<file path="src/rtl/mem_line_engine_pkg.sv">
// Shared types, default geometry and line-packing helper for the memory
// line-transfer engine.
package mem_line_pkg;

  localparam int DEF_ADDR_W = 28;
  localparam int DEF_DATA_W = 32;
  localparam int DEF_WORDS  = 4;
  localparam int OFF_W      = $clog2(DEF_WORDS);
  localparam int LINE_W     = DEF_ADDR_W - OFF_W;

  typedef enum logic [1:0] {
    IDLE  = 2'd0,
    READ  = 2'd1,
    WRITE = 2'd2,
    RESP  = 2'd3
  } state_e;

  // Bit offset of word idx inside a packed line of width-bit words.
  function automatic int unsigned word_lsb(input int unsigned idx, input int unsigned width);
    return idx * width;
  endfunction

endpackage

</file>
<file path="src/rtl/mem_line_engine.sv">
// Line-transfer initiator: turns one refill/writeback line request into
// consecutive single-word accesses on a word-wide memory bank.
module mem_line_engine
  import mem_line_pkg::*;
#(
  parameter int ADDR_W = DEF_ADDR_W,
  parameter int DATA_W = DEF_DATA_W,
  parameter int WORDS  = DEF_WORDS
) (
  input  logic                                clk,
  input  logic                                rst,
  input  logic                                req_valid,
  output logic                                req_ready,
  input  logic                                req_write,
  input  logic [ADDR_W-$clog2(WORDS)-1:0]     req_line,
  input  logic [WORDS*DATA_W-1:0]             req_wdata,
  output logic                                rsp_valid,
  input  logic                                rsp_ready,
  output logic                                rsp_write,
  output logic [WORDS*DATA_W-1:0]             rsp_rdata,
  output logic [ADDR_W-1:0]                   mem_addr,
  output logic                                mem_write_en,
  output logic [DATA_W-1:0]                   mem_wdata,
  input  logic [DATA_W-1:0]                   mem_rdata
);

  localparam int CNT_W  = $clog2(WORDS);
  localparam int LN_W   = ADDR_W - CNT_W;
  localparam int LINE_BITS = WORDS * DATA_W;
  localparam logic [CNT_W-1:0] CNT_ONE  = CNT_W'(1);
  localparam logic [CNT_W-1:0] CNT_LAST = CNT_W'(WORDS - 1);

  state_e                 state_r;
  logic [CNT_W-1:0]       cnt_r;
  logic [LN_W-1:0]        line_r;
  logic                   write_r;
  logic [LINE_BITS-1:0]   wdata_r;
  logic [LINE_BITS-1:0]   rdata_r;

  logic                   busy_s;
  int unsigned            lsb_s;
  logic [LINE_BITS-1:0]   word_mask_s;
  logic [LINE_BITS-1:0]   rdata_ins_s;
  logic [DATA_W-1:0]      wword_s;

  // Word selection for the current counter position, both directions.
  always_comb begin
    busy_s      = (state_r == READ) || (state_r == WRITE);
    lsb_s       = word_lsb(32'(cnt_r), 32'(DATA_W));
    word_mask_s = {{((WORDS-1)*DATA_W){1'b0}}, {DATA_W{1'b1}}} << lsb_s;
    rdata_ins_s = {{((WORDS-1)*DATA_W){1'b0}}, mem_rdata} << lsb_s;
    wword_s     = DATA_W'(wdata_r >> lsb_s);
  end

  // Sequencer: latch a request, walk the line one word per cycle, then hold the response.
  always_ff @(posedge clk) begin
    if (rst) begin
      state_r <= IDLE;
      cnt_r   <= {CNT_W{1'b0}};
      line_r  <= {LN_W{1'b0}};
      write_r <= 1'b0;
      wdata_r <= {LINE_BITS{1'b0}};
      rdata_r <= {LINE_BITS{1'b0}};
    end else begin
      case (state_r)
        IDLE: begin
          if (req_valid) begin
            line_r  <= req_line;
            write_r <= req_write;
            wdata_r <= req_wdata;
            cnt_r   <= {CNT_W{1'b0}};
            state_r <= req_write ? WRITE : READ;
          end
        end
        READ: begin
          // Bank read is combinational, so the word is captured in the cycle its address is driven.
          rdata_r <= (rdata_r & ~word_mask_s) | rdata_ins_s;
          cnt_r   <= cnt_r + CNT_ONE;
          if (cnt_r == CNT_LAST) begin
            state_r <= RESP;
          end
        end
        WRITE: begin
          cnt_r <= cnt_r + CNT_ONE;
          if (cnt_r == CNT_LAST) begin
            state_r <= RESP;
          end
        end
        RESP: begin
          if (rsp_ready) begin
            state_r <= IDLE;
          end
        end
        default: begin
          state_r <= IDLE;
        end
      endcase
    end
  end

  // Handshake and bank-port decode; ready and write strobe are killed while rst is high.
  always_comb begin
    req_ready    = (state_r == IDLE) && !rst;
    rsp_valid    = (state_r == RESP);
    mem_write_en = (state_r == WRITE) && !rst;
    if (busy_s) begin
      mem_addr = {line_r, cnt_r};
    end else begin
      mem_addr = {ADDR_W{1'b0}};
    end
    if (state_r == WRITE) begin
      mem_wdata = wword_s;
    end else begin
      mem_wdata = {DATA_W{1'b0}};
    end
  end

  assign rsp_write = write_r;
  assign rsp_rdata = rdata_r;

endmodule

</file>
<file path="config.mk">
export PLATFORM = sky130hd
export DESIGN_NAME = mem_line_engine
export DESIGN_NICKNAME = d
export VERILOG_FILES = /design/src/rtl/mem_line_engine_pkg.sv /design/src/rtl/mem_line_engine.sv
export SDC_FILE = /design/constraint.sdc
export NUM_CORES = 1
export LEC_CHECK = 0
export ABC_CLOCK_PERIOD_IN_PS = 1950
export CORE_UTILIZATION = 45
export DETAILED_ROUTE_END_ITERATION = 6
export PLACE_DENSITY = 0.84
export SLEW_MARGIN = 20
export SYNTH_ARGS = -nofsm -noshare
export SYNTH_HDL_FRONTEND = slang
export SYNTH_SLANG_ARGS = --single-unit
</file>
<file path="constraint.sdc">
create_clock -name clk -period 1.95 [get_ports clk]
set_input_delay 0.39 -clock clk [delete_from_list [all_inputs] [get_ports clk]]
set_output_delay 0.39 -clock clk [all_outputs]
set_load 0.02 [all_outputs]
</file>
==> results.toml, run 1 <==
[timing]
rsz0062_at_grt = "yes"
fmax_mhz = 418
drv_slew = 0
hold_viol = 0
min_period_ns = 2.39
tightest_slew_ns = 0.677
finClkSkew_ns = 0.00914
relSlewSlack = 0.549
setup_ws_ns = -0.444
period_share = 1.23
setup_violations = 60

[die]
initial_utilization = 0.463
dieArea_um2 = 25100
dieHeight_um = 158
fp.coreArea_um2 = 23800
rows = 56
fp.dieW_um = 158
ios = 383

[setup_path]
slowest_delay_ns = 0.51
crit_path_end_kind = "primary output"
critPathKind = "reg -> out"
cp_num_buf_inv = 3
rr_worst_depth = 9
path_cells = "buf_12 > buf_12 > mux4_2 > and2_4 > buf_6"
required_ns = 1.56
critPathLaunchType = "flip-flop"
rrSetupSlack_ns = 0.05
critPathSlowestCell = "mux4_2"
cp_top_family = "multiplexers"
crit_fanout = 7
reg2reg_from = "cnt_r[0]"
crit_top_cell = "buf_12"
reg2reg_to = "rsp_rdata[25]"
arrival_ns = 2.00

[layout]
layout-drive-gt1-share = 0.163
fill_cells = 1691
seqCellArea_um2 = 5750
multi_input_area_um2 = 4950
syn_to_final_growth_pct = 51.6
nNetsFinal = 1803
final_cells = 1949

[power]
ir_worst_vdd_mv = 0.827
leakage_nw = 6.60
switching_share = 0.318
switchingPower_w = 0.00608
p_clk_frac = 0.284
power.internal_w = 0.0130
combPwrFrac = 0.339
power_w = 0.0191
power_density_nw_per_um2 = 1150
power_frac_seq = 0.377

[clock_tree]
clk_path_buf_depth = 3
clk_pin_slew_ns = 0.07
root_buffer = "clkbuf_16"
clk_latency_ns = 0.54
clock_sinks = 287
cts_tree = "done"
cts-buffers-inserted = 29
hold_buffers = 0
cts_max_level = 1

[outcome]
status = "complete, but fails checks"
violations = "negative setup slack"

[synth]
syn_area_per_cell_um2 = 8.81
postSynthCellCount = 1248
synth_edf_count = 0
seq_area_frac_synth = 0.522
synth_seq_cells = 287
syn-cell-area_um2 = 11000
yosysWarnings = 0
synth_top_area_share = 0.522
synth_top_cell_by_area = "dfxtp_1"
yosys.cell_count.top_type = "nand2_1"
synth_nets = 1447
synthTopCellsByArea = "dfxtp_1 (52%), nand2_1 (11%), a22oi_1 (8.7%), a21oi_1 (7.1%), mux4_2 (6.6%)"
ys.flop_type = "dfxtp_1"
synthArstFlopShare = 0
yosys-top-cells-count = "nand2_1 (316), dfxtp_1 (287), a21oi_1 (157)"
synth_cell_types = 21

[global_routing]
grt_usage = 0.286
antenna_found_initial = 3
grt_max_degree = 148
overflow = 0
grt_pass1_vias = 10300
grt_pass1_wl_mm = 55.8

[route]
wire_per_inst_um = 19.1
drc = 0
drt_pre_antenna_iters = 6
antenna_left = 0
drt-vias-per-instance = 5.50
vias = 10700
totalWireLength_mm = 37.2
dr.first_iter.drc_count = 858

[place]
dpl.cell_count = 1876
place.detailed.hpwl_mm = 24.2
place_worst_setup_slack_ns = -0.330
io_buffers = 382
gp_congestion = 0.893

[hold_path]
holdPathStages = 3
worstHoldEndpoint = "line_r[16]"
min_from = "req_line[16]"
hold_path_class = "in -> reg"

[run]
maxCapViolCount = 0
power groups by stage:
stage	logic, W	registers (W)	clock network, W
global route	0.00693	0.00727	0.00578
floorplan	0.00305	0.00736	0
detailed placement	0.00552	0.00726	0
global placement	0.00537	0.00722	0
CTS	0.00685	0.00718	0.00550
finish	0.00648	0.00720	0.00542
worst max path at each step:
stage / startpoint / end / slack, ns / cells after the start
floorplan: cnt_r[0] / mem_wdata[10] / 0.13 / 4
global placement: cnt_r[0] / mem_wdata[12] / -0.27 / 4
detailed placement: cnt_r[0] / mem_wdata[21] / -0.33 / 4
CTS: cnt_r[0] / mem_wdata[21] / -0.46 / 5
global route: cnt_r[0] / mem_wdata[12] / -0.50 / 5
finish: cnt_r[0] / mem_wdata[21] / -0.44 / 5
cell type report:
class / instances / area share
clock inverter: 7 / 0.00263
clock buffer: 47 / 0.0542
tap: 319 / 0.0239
timing repair buffer: 432 / 0.276
inverter: 4 / 0.000900
antenna: 3 / 0.000450
sequential: 287 / 0.345
multi-input combinational: 850 / 0.297
worst register-to-register path: stages, from the launching register on:
cell and delay, ns:
dfxtp_4 0.38, buf_6 0.17, buf_4 0.15, buf_4 0.16
inv_1 0.10, ha_1 0.16, nand2_1 0.07, buf_8 0.20
a22oi_1 0.29, nor2_1 0.08
registers in the layout (all words and copies together), names as in the netlist:
signal     cells
cnt_r          2
line_r        26
rsp_rdata    128
rsp_write      1
state_r        2
wdata_r      128
cells in the final DEF, fill, tap and decap left out, types with 2 or more instances in the layout:
master / netlist / final
inv_1: 4 / 2
clkdlybuf4s50_1: 0 / 297
clkbuf_16: 0 / 29
nand2b_1: 5 / 5
nand2_1: 316 / 315
dfxtp_1: 287 / 283
diode_2: 0 / 3
clkinvlp_4: 0 / 2
a31oi_1: 2 / 2
dlymetal6s2s_1: 0 / 20
clkbuf_8: 0 / 12
ha_4: 0 / 2
clkbuf_1: 52 / 7
buf_12: 0 / 15
nand3_1: 4 / 4
clkinv_2: 0 / 4
buf_4: 0 / 19
a311oi_1: 2 / 2
buf_8: 0 / 4
and2_4: 0 / 61
buf_6: 3 / 72
ha_1: 8 / 6
and3b_1: 2 / 2
dfxtp_2: 0 / 3
and3_1: 2 / 2
nor2_1: 128 / 128
a21oi_1: 157 / 157
mux4_2: 32 / 32
a22oi_1: 128 / 128
inv_2: 0 / 2
per-stage QoR:
step | hold slack [ns] | util | area, µm² | TNS, ns
2_1_floorplan | 0.432 | - | 11000 | 0
3_3_place_gp | 0.439 | 0.639 | 15200 | -9.88
3_5_place_dp | 0.444 | 0.639 | 15200 | -12.97
4_1_cts | 0.375 | 0.705 | 16800 | -20.13
5_1_grt | 0.382 | 0.702 | 16700 | -20.22
6_report | 0.395 | 0.702 | 16700 | -16.83
logic make-up (layout without fill, tap and decap cells):
group                    after synthesis  count (layout)  synth area share
buffers and inverters                111             490            0.0454
flip-flops                           287             287             0.522
AO/OA/AOI/OAI                        289             289             0.162
other                                  0               3                 0
AND/OR/NAND/NOR                      521             521             0.196
adder cells (fa/ha/maj)                8               8           0.00910
multiplexers                          32              32            0.0655
layer usage:
metal  routed length [µm]  GRT usage  vias to the layer above
met5                    0          0                        -
met4                 1930      0.148                        0
met1                14000      0.341                     5127
met3                 2980     0.0599                      125
li1                     -          -                     4937
met2                18300      0.484                      537
what timing repair did:
item | CTS | global route
endpoints found under the setup margin | 64 | 192
cloned | 6 | 0
buffers inserted | 16 | 3
pin swaps | 33 | 10
gates resized for setup | 465 | 31
Power figures use the tool's default switching activity.
==> inputs of run 2 (changes only) <==
- CORE_MARGIN: unset -> 3
==> results.toml, run 2 (same netlist as run 1, synthesis figures left out) <==
[timing]
whs_ns = 0.227
tightest_slew_ns = 0.727
finClkSkew_ns = 0.0129
fmax_mhz = 420
relSlewSlack = 0.515
min_period_ns = 2.38
period_share = 1.22
drv_slew = 0
setup_ws_ns = -0.429
final.setup.tns_ns = -17.07
rsz0062_at_grt = "yes"
setup_violations = 61
hold_viol = 0

[layout]
layout-drive-gt1-share = 0.169
final_cell_mix = "nand2_1 (315), clkdlybuf4s50_1 (303), dfxtp_1 (283), a21oi_1 (157)"
fill_cells = 1662
final_cells = 1964
syn_to_final_growth_pct = 53.5
layout_commonest_cell = "nand2_1"
nNetsFinal = 1817

[route]
wl_met3_mm = 2.98
drc = 0
drt_pre_antenna_iters = 6
dr.first_iter.drc_count = 1158
antenna_left = 0
route.met2.wl_mm = 19.0
wl_met1_mm = 15.2
wire_per_inst_um = 20.2
top_layer_used = "met5"
totalWireLength_mm = 39.6
drt-vias-per-instance = 5.53
vias = 10900

[setup_path]
critPathLaunchType = "flip-flop"
required_ns = 1.56
crit_path_end_kind = "primary output"
arrival_ns = 1.99
crit_fanout = 8
rrSetupSlack_ns = 0.05
critPathKind = "reg -> out"

[clock_tree]
cts-buffers-inserted = 29
cts_max_level = 1
cts_tree = "done"
clk_pin_slew_ns = 0.07
clk_path_buf_depth = 3
root_buffer = "clkbuf_16"
clock_sinks = 287
clk_latency_ns = 0.54

[place]
place.detailed.hpwl_mm = 24.8
io_buffers = 382
dpl.cell_count = 1879
gp_congestion = 0.870
place_worst_setup_slack_ns = -0.297

[die]
ios = 383
dieArea_um2 = 26300
fp.coreArea_um2 = 23800
fp.dieW_um = 162
initial_utilization = 0.463
dieHeight_um = 162
rows = 56

[power]
ir_worst_vdd_mv = 0.730
leakage_nw = 6.62
power_density_nw_per_um2 = 1190
power_w = 0.0201

[global_routing]
antenna_found_initial = 7
grt_max_degree = 148
grt_pass1_vias = 10700
grt_usage = 0.284
overflow = 0
grt_pass1_wl_mm = 59.3

[hold_path]
hold_path_class = "in -> reg"

[outcome]
violations = "negative setup slack"
status = "complete, but fails checks"

[run]
maxCapViolCount = 0
## run 2: critical path, stage by stage, from the launching register on
cell	delay (ns)
dfxtp_4	0.40
buf_12	0.12
buf_12	0.13
mux4_2	0.51
and2_4	0.16
buf_6	0.12
## run 2: layout make-up
type,count,area (µm²),share of cell area
diodes,6,15.0,0.000890
clock buffers,41,871,0.0516
clock inverters,11,161,0.00956
inverters,4,17.5,0.00104
multi-input cells,851,4960,0.294
flip-flops and latches,287,5750,0.341
well taps,319,399,0.0237
repair buffers,445,4700,0.278
## run 2: worst paths after layout
kind	depth (start not counted)	startpoint	end
min	3	rst	wdata_r[127]
max reg2reg	11	state_r[0]	state_r[0]
min reg2reg	2	wdata_r[76]	wdata_r[76]
max	5	cnt_r[0]	mem_wdata[30]
## run 2: report_power, final
part           switching (W)  internal [W]  leakage [nW]  total, W
Sequential          0.000483       0.00670          2.34   0.00718
Combinational        0.00352       0.00347          3.77   0.00699
Clock                0.00228       0.00362         0.512   0.00590
## run 2: stage by stage
step                cell area, µm²   util
floorplan                    11000      -
global placement             15200  0.639
detailed placement           15200  0.639
CTS                          16800  0.708
global route                 16900  0.710
finish                       16900  0.710
## run 2: per-layer routing
metal | global-route usage | up-vias
li1 | - | 4965
met1 | 0.347 | 5196
met5 | 0 | -
met4 | 0.164 | 2
met2 | 0.469 | 558
met3 | 0.0518 | 136
## run 2: timing repair
action,CTS,global route
hold buffers,0,0
setup endpoints to repair,74,115
cloned,8,1
gates resized for setup,423,51
pin swaps,34,14
buffers inserted,24,2
==> inputs of run 3 (changes only) <==
- CORE_ASPECT_RATIO: unset -> 0.9
==> results.toml, run 3 (same netlist as run 1, synthesis figures left out) <==
[clock_tree]
root_buffer = "clkbuf_16"
hold_buffers = 0
cts_max_level = 1
clk_path_buf_depth = 3
cts-buffers-inserted = 29
cts_tree = "done"
clk_latency_ns = 0.54
clock_sinks = 287
clk_pin_slew_ns = 0.06

[run]
maxCapViolCount = 0

[setup_path]
slowest_delay_ns = 0.49
cp.depth = 5
rrSetupSlack_ns = 0.13
cp_top_family = "multiplexers"
reg2reg_from = "state_r[0]"
rr_worst_depth = 9
arrival_ns = 2.01
required_ns = 1.56
cp_num_buf_inv = 3
reg2reg_to = "state_r[0]"
critPathKind = "reg -> out"
critPathSlowestCell = "mux4_2"
crit_fanout = 7
crit_path_end_kind = "primary output"
worstSetupStartpoint = "cnt_r[0]"
critPathLaunchType = "flip-flop"
path_cells = "buf_12 > buf_6 > mux4_2 > and2_4 > buf_4"

[route]
totalWireLength_mm = 38.6
dr.first_iter.drc_count = 913
vias = 10800
drc = 0
drt-vias-per-instance = 5.53
antenna_left = 0
drt_pre_antenna_iters = 6
wire_per_inst_um = 19.8

[timing]
whs_ns = 0.388
hold_viol = 0
relSlewSlack = 0.481
period_share = 1.23
finClkSkew_ns = 0.0140
tightest_slew_ns = 0.778
fmax_mhz = 417
rsz0062_at_grt = "yes"
drv_slew = 0
min_period_ns = 2.40
setup_ws_ns = -0.446
setup_violations = 61

[power]
power_w = 0.0201
power_density_nw_per_um2 = 1190
ir_worst_vdd_mv = 0.752
leakage_nw = 6.75

[place]
dpl_cell_area_um2 = 15200
gp_congestion = 0.869
io_buffers = 382
place.detailed.hpwl_mm = 24.9
place_worst_setup_slack_ns = -0.266

[global_routing]
grt_usage = 0.278
grtUsageMet3 = 0.0664
grt_pass1_vias = 10800
grt_max_degree = 173
grt_busiest_layer = "met2"
overflow = 0
gr-usage-met1 = 0.325
antenna_found_initial = 4
use_met2 = 0.475
grt_pass1_wl_mm = 58.7

[die]
dieHeight_um = 154
fp.dieW_um = 171
initial_utilization = 0.465
fp.coreArea_um2 = 23700
dieArea_um2 = 26400
ios = 383
rows = 53

[hold_path]
holdPathStages = 3
hold_path_class = "in -> reg"
worstHoldEndpoint = "wdata_r[55]"
min_from = "req_wdata[55]"

[layout]
layout-drive-gt1-share = 0.171
final_cell_area_um2 = 16900
fill_cells = 1693
nNetsFinal = 1818
syn_to_final_growth_pct = 53.9
final_cell_mix = "nand2_1 (315), clkdlybuf4s50_1 (290), dfxtp_1 (283), a21oi_1 (157)"
layout_commonest_cell = "nand2_1"
fin_util = 0.715

[outcome]
status = "complete, but fails checks"
violations = "negative setup slack"
## run 3: worst max-delay path by stage
stage | endpoint | slack, ns
final | mem_wdata[24] | -0.45
after detailed placement | mem_wdata[25] | -0.27
after global routing | mem_wdata[25] | -0.52
after floorplan | mem_wdata[10] | 0.13
after global placement | mem_wdata[28] | -0.23
after CTS | mem_wdata[5] | -0.52
## run 3: what timing repair did
action                     CTS  global route
setup endpoints to repair   74            78
pin swaps                   34            18
gates resized for setup    388            98
setup buffers               17             8
gates cloned                 5             1
## run 3: tightest hold or removal path: cells and delay by family
family / cells / cell delay (ns)
compound gates: 1 / 0.05
buf+inv: 1 / 0.40
simple gates: 1 / 0.05
## run 3: final cells by class
cell class              count  area (µm²)  share of cell area
inverters                   4        17.5             0.00103
clock inverters            17         280              0.0166
well taps                 302         378              0.0223
diodes                      4        10.0            0.000591
clock buffers              35         778              0.0460
repair buffers            447        4760               0.281
multi-input cells         850        4950               0.292
flip-flops and latches    287        5750               0.340
## run 3: per-stage QoR
step | setup TNS (ns) | instances
floorplan | 0 | 1248
global route | -19.08 | 1946
finish | -15.49 | 1946
global placement | -7.88 | 1864
CTS | -21.29 | 1938
detailed placement | -9.17 | 1864
## run 3: where the power goes
part	total (W)	internal, W	leakage, nW	switching [W]
logic	0.00676	0.00342	3.90	0.00334
registers	0.00720	0.00670	2.34	0.000501
clock network	0.00615	0.00378	0.515	0.00237
## run 3: metal layers
layer | up-vias | part of all wire
li1 | 4965 | -
met3 | 121 | 0.083
met1 | 5111 | 0.37
met4 | 0 | 0.056
met5 | - | 0
met2 | 556 | 0.49
